==> config.mk <==
export PLATFORM = sky130hd
export DESIGN_NAME = dwt_level_packer
export DESIGN_NICKNAME = d
export VERILOG_FILES = /design/src/rtl/dwt_level_packer.sv
export SDC_FILE = /design/constraint.sdc
export NUM_CORES = 1
export LEC_CHECK = 0
export CAP_MARGIN = 5
export CORE_UTILIZATION = 51
export DETAILED_ROUTE_END_ITERATION = 6
export PLACE_DENSITY = 0.68
export SYNTH_ARGS = -nofsm -noshare
export SYNTH_HDL_FRONTEND = slang
export SYNTH_SLANG_ARGS = --single-unit
==> constraint.sdc <==
create_clock -name clk -period 11.7 [get_ports clk]
set_clock_uncertainty 0.15 [all_clocks]
set_input_delay 3.51 -clock clk [delete_from_list [all_inputs] [get_ports clk]]
set_output_delay 3.51 -clock clk [all_outputs]
set_load 0.1 [all_outputs]
==> src/rtl/dwt_level_packer.sv <==
// DWT level packer: Lo words are rescaled and packed into six-word groups, and Hi words are
// buffered in a show-ahead FIFO. Define DWT_LO_SAT_EN to saturate Lo words instead of wrapping.
module dwt_level_packer #(
    parameter int unsigned Y_W      = 25,
    parameter int unsigned X_W      = 16,
    parameter int unsigned LO_SHIFT = 9,
    parameter int unsigned HI_DEPTH = 16,
    parameter int unsigned HI_AW    = 4
) (
    input  logic                  clk,
    input  logic                  rstn,
    input  logic signed [Y_W-1:0] Hi_D_y_down,
    input  logic signed [Y_W-1:0] Lo_D_y_down,
    input  logic                  down_clk,
    output logic signed [X_W-1:0] lo_x_6k,
    output logic signed [X_W-1:0] lo_x_6k_1,
    output logic signed [X_W-1:0] lo_x_6k_2,
    output logic signed [X_W-1:0] lo_x_6k_3,
    output logic signed [X_W-1:0] lo_x_6k_4,
    output logic signed [X_W-1:0] lo_x_6k_5,
    output logic                  lo_pack_valid,
    output logic signed [Y_W-1:0] hi_out,
    output logic                  hi_out_valid,
    input  logic                  hi_out_ready,
    output logic [HI_AW:0]        hi_level,
    output logic                  hi_overflow
);

    // ------------------------------------------------------------------
    // Lo word conversion
    // ------------------------------------------------------------------
    logic signed [X_W-1:0] w_lo_conv;

`ifdef DWT_LO_SAT_EN
    localparam logic signed [Y_W-1:0] LoMax = {{(Y_W-X_W+1){1'b0}}, {(X_W-1){1'b1}}};
    localparam logic signed [Y_W-1:0] LoMin = {{(Y_W-X_W+1){1'b1}}, {(X_W-1){1'b0}}};

    logic signed [Y_W-1:0] w_lo_shr;

    assign w_lo_shr = Lo_D_y_down >>> LO_SHIFT;

    always_comb begin
        w_lo_conv = w_lo_shr[X_W-1:0];
        if (w_lo_shr > LoMax) begin
            w_lo_conv = {1'b0, {(X_W-1){1'b1}}};
        end else if (w_lo_shr < LoMin) begin
            w_lo_conv = {1'b1, {(X_W-1){1'b0}}};
        end
    end
`else
    assign w_lo_conv = X_W'(Lo_D_y_down >>> LO_SHIFT);
`endif

    // ------------------------------------------------------------------
    // Lo staging and group output
    // ------------------------------------------------------------------
    // Only five staging slots are stored; the sixth word goes straight to the output group.
    logic [2:0]            r_idx;
    logic signed [X_W-1:0] r_slot [5];
    logic signed [X_W-1:0] r_lo_x [6];
    logic                  r_pack_valid;
    logic                  w_group_done;

    assign w_group_done = down_clk && (r_idx == 3'd5);

    always_ff @(posedge clk or negedge rstn) begin
        if (!rstn) begin
            r_idx        <= 3'd0;
            r_pack_valid <= 1'b0;
            for (int i = 0; i < 5; i++) begin
                r_slot[i] <= '0;
            end
            for (int i = 0; i < 6; i++) begin
                r_lo_x[i] <= '0;
            end
        end else begin
            r_pack_valid <= w_group_done;
            if (down_clk) begin
                if (r_idx == 3'd5) begin
                    r_idx <= 3'd0;
                end else begin
                    r_idx         <= r_idx + 3'd1;
                    r_slot[r_idx] <= w_lo_conv;
                end
            end
            if (w_group_done) begin
                for (int i = 0; i < 5; i++) begin
                    r_lo_x[i] <= r_slot[i];
                end
                r_lo_x[5] <= w_lo_conv;
            end
        end
    end

    assign lo_x_6k       = r_lo_x[0];
    assign lo_x_6k_1     = r_lo_x[1];
    assign lo_x_6k_2     = r_lo_x[2];
    assign lo_x_6k_3     = r_lo_x[3];
    assign lo_x_6k_4     = r_lo_x[4];
    assign lo_x_6k_5     = r_lo_x[5];
    assign lo_pack_valid = r_pack_valid;

    // ------------------------------------------------------------------
    // Hi show-ahead FIFO
    // ------------------------------------------------------------------
    logic signed [Y_W-1:0] r_mem [HI_DEPTH];
    logic [HI_AW-1:0]      r_wr_ptr;
    logic [HI_AW-1:0]      r_rd_ptr;
    logic [HI_AW:0]        r_level;
    logic                  r_overflow;
    logic                  w_empty;
    logic                  w_full;
    logic                  w_pop;
    logic                  w_push;

    assign w_empty = (r_level == '0);
    assign w_full  = (r_level == (HI_AW+1)'(HI_DEPTH));
    assign w_pop   = !w_empty && hi_out_ready;
    // When full, a simultaneous pop frees the head slot, which is also the write slot.
    assign w_push  = down_clk && (!w_full || w_pop);

    always_ff @(posedge clk) begin
        if (w_push) begin
            r_mem[r_wr_ptr] <= Hi_D_y_down;
        end
    end

    always_ff @(posedge clk or negedge rstn) begin
        if (!rstn) begin
            r_wr_ptr   <= '0;
            r_rd_ptr   <= '0;
            r_level    <= '0;
            r_overflow <= 1'b0;
        end else begin
            if (w_push) begin
                r_wr_ptr <= r_wr_ptr + HI_AW'(1);
            end
            if (w_pop) begin
                r_rd_ptr <= r_rd_ptr + HI_AW'(1);
            end
            case ({w_push, w_pop})
                2'b10:   r_level <= r_level + (HI_AW+1)'(1);
                2'b01:   r_level <= r_level - (HI_AW+1)'(1);
                default: r_level <= r_level;
            endcase
            if (down_clk && w_full && !w_pop) begin
                r_overflow <= 1'b1;
            end
        end
    end

    assign hi_out_valid = !w_empty;
    assign hi_out       = w_empty ? '0 : r_mem[r_rd_ptr];
    assign hi_level     = r_level;
    assign hi_overflow  = r_overflow;

endmodule

==> impl_metrics.yaml <==
synth:
  yosys_warnings: 0
  synth-seq-area-share_pct: 73.7
  ys_top_cells_by_area: "edfxtp_1 53%, dfrtp_1 21%, mux4_2 9.8%, nand2_1 5.3%, mux2_2 5.2%"
  ys_types: 48
  syn_nets: 1414
  yosysTopAreaCell: "edfxtp_1"
  ys_ff_latch: 594
  syn_inst: 1354
  yosys.area.top_type_share_pct: 52.5
  synth_common_cells: "400 x edfxtp_1, 320 x nand2_1, 194 x dfrtp_1"
  synth.most_common_cell: "edfxtp_1"
  synth_edf_count: 400
  syn_area_per_cell_sq_um: 16.9
  synth_area_sq_um: 22900
  async_reset_ff_share_pct: 32.7
  synth-main-ff-cell: "edfxtp_1"
drt:
  highest_layer: "met5"
  m1WireLength_mm: 20.7
  drt-initial-drc-count: 887
  drtPass1Iterations: 5
  wirelength_mm: 48.6
  vias_per_cell: 5.58
  detail_route.wl_per_cell_microns: 22.3
  final_antenna_net_count: 0
  route.met2.wl_mm: 23.7
  met3_length_mm: 3.32
  drc: 0
  num_vias: 12100
timing:
  relSlewSlack_pct: 20.1
  worst_pin_slew_ns: 1.20
  maxSlewViolCount: 0
  rsz0062_at_grt: "false"
  period_share_pct: 70.7
  setup_viol: 0
  hold_violations: 0
  fmax_mhz: 121
  setup-tns-final_ns: 0
  fin_crit_ns: 8.27
die:
  num_rows: 77
  ios: 183
  start_util_pct: 51.7
  die_y_microns: 214
  core-area_sq_um: 44200
  dieWidth_microns: 214
  die_area_sq_um: 45700
finish:
  postLayoutCoreUtil_pct: 61.5
  fin_nets: 1601
  layout-drive-gt1-share_pct: 21.7
  syn2layout_area_growth_pct: 18.9
  fill_cells: 3186
placement:
  gp_congestion: 0.743
  dpl.hpwl_mm: 26.8
  port_buffers: 173
run_status:
  status: "finished, final reports clean"
setup_path:
  end_kind: "output port"
  r2r_cells: 4
  crit_type: "flop to output port"
  cp.arrival_ns: 4.61
  crit_required_ns: 8.04
  cp-start-kind: "flop"
  cp_max_fo: 56
  r2r_slack_ns: 8.79
grt:
  grt_pass1_wl_mm: 74.7
  globalRouteOverflowTotal: 0
  grt_max_degree: 126
  grt_pass1_vias: 12700
  grt_antenna_before_repair: 2
  grt.total_usage_pct: 22.0
cts:
  clk_path_buf_depth: 3
  cts_tree: "done"
  path_clk_slew_ns: 0.07
  cts_max_level: 2
  cts_sinks: 594
  clkLatencyLatePin_ns: 0.62
  post_cts_resized: 0
  cts_buffers: 57
  cts_setup_buffers: 0
  cts_hold_buffers: 0
  cts-root-buf: "clkbuf_16"
hold_path:
  holdPathStages: 2
  hold_class: "flop to flop"
run:
  cap_violations: 0
-- per-layer routing --
metal / track usage [%] / vias to the layer above
met5: 0 / -
met4: 4.95 / 2
met3: 6.43 / 60
met2: 35.7 / 292
met1: 29.7 / 6383
li1: - / 5400
-- cells in the final DEF, fill, tap and decap left out, types with 3 or more instances in the layout --
cell type,synthesis,layout
edfxtp_1,400,400
nand2_1,320,319
clkdlybuf4s50_1,0,172
clkbuf_1,36,12
bufinv_16,0,8
inv_1,8,8
mux4_2,100,100
clkinv_1,0,7
and2_1,5,4
xnor2_1,7,7
buf_4,4,27
mux2_2,106,106
clkbuf_16,0,57
clkbuf_8,0,4
nor4_2,0,4
clkinv_2,0,6
nor2_1,7,3
nand3_1,78,78
clkinvlp_4,0,4
ha_1,6,6
xor2_1,3,3
and3_1,4,4
dfrtp_1,194,191
nor2_4,0,4
o21ai_0,3,3
-- worst max-delay path, stage by stage, from the launching register on --
cell,delay [ns]
dfrtp_4,0.97
buf_4,0.87
mux4_2,0.60
mux2_2,0.27
nand2_1,0.08
nand3_1,0.16
clkdlybuf4s50_1,1.01
-- path summary, 6_finish.rpt --
path,from,end
setup reg to reg,hi_level[0]$_DFFE_PN0P_,r_mem[14][17]$_DFFE_PP_
hold reg to reg,r_slot[2]$_DFFE_PN0P_,lo_x_6k_4[2]$_DFFE_PN0P_
min in group asynchronous,rstn,lo_x_6k_1[13]$_DFFE_PN0P_
hold / removal,r_slot[2]$_DFFE_PN0P_,lo_x_6k_4[2]$_DFFE_PN0P_
max in group asynchronous,rstn,r_rd_ptr[1]$_DFFE_PN0N_
setup / recovery,r_rd_ptr[1]$_DFFE_PN0N_,hi_out[13]
-- cell families (layout without fill, tap and decap cells) --
kind of cell / count (synthesis) / in the layout / share of synthesized area (%)
xor gates and xnor gates: 10 / 10 / 0.383
AOI/OAI and AO/OA: 17 / 17 / 0.656
buffers and inverters: 81 / 310 / 1.64
other: 0 / 1 / 0
muxes: 206 / 206 / 15.1
DFF: 594 / 594 / 73.7
adders and majority gates: 6 / 6 / 0.328
and+or+nand+nor: 440 / 440 / 8.18
-- registers in the layout, summed over array words and instances, names as in the netlist --
signal / flops
hi_level: 5
hi_overflow: 1
lo_pack_valid: 1
lo_x_6k: 16
lo_x_6k_1: 16
lo_x_6k_2: 16
lo_x_6k_3: 16
lo_x_6k_4: 16
lo_x_6k_5: 16
r_idx: 3
r_mem: 400
r_rd_ptr: 4
r_slot: 80
r_wr_ptr: 4
-- cell type report --
class,count,area (sq um),share of cell area (%)
Sequential cell,594,16900,62.1
Multi-Input combinational cell,679,5700,21.0
Timing Repair Buffer,200,1940,7.13
Clock buffer,73,1520,5.59
Tap cell,592,741,2.72
Clock inverter,28,382,1.40
Inverter,9,33.8,0.124
Antenna cell,1,2.50,0.00920
-- metrics by stage --
stage / setup slack, ns / hold slack, ns / area, sq um / std cells
final: 3.43 / 0.306 / 27200 / 2176
after global routing: 3.13 / 0.328 / 27200 / 2175
after CTS: 3.31 / 0.314 / 27200 / 2175
after detailed placement: 3.97 / 0.300 / 25300 / 2074
after global placement: 3.95 / 0.296 / 25300 / 2074
after floorplan: 4.59 / 0.283 / 22900 / 1354
Power is not shown: default switching activity piles up to over one toggle a cycle in this logic, so the estimate is an artifact.
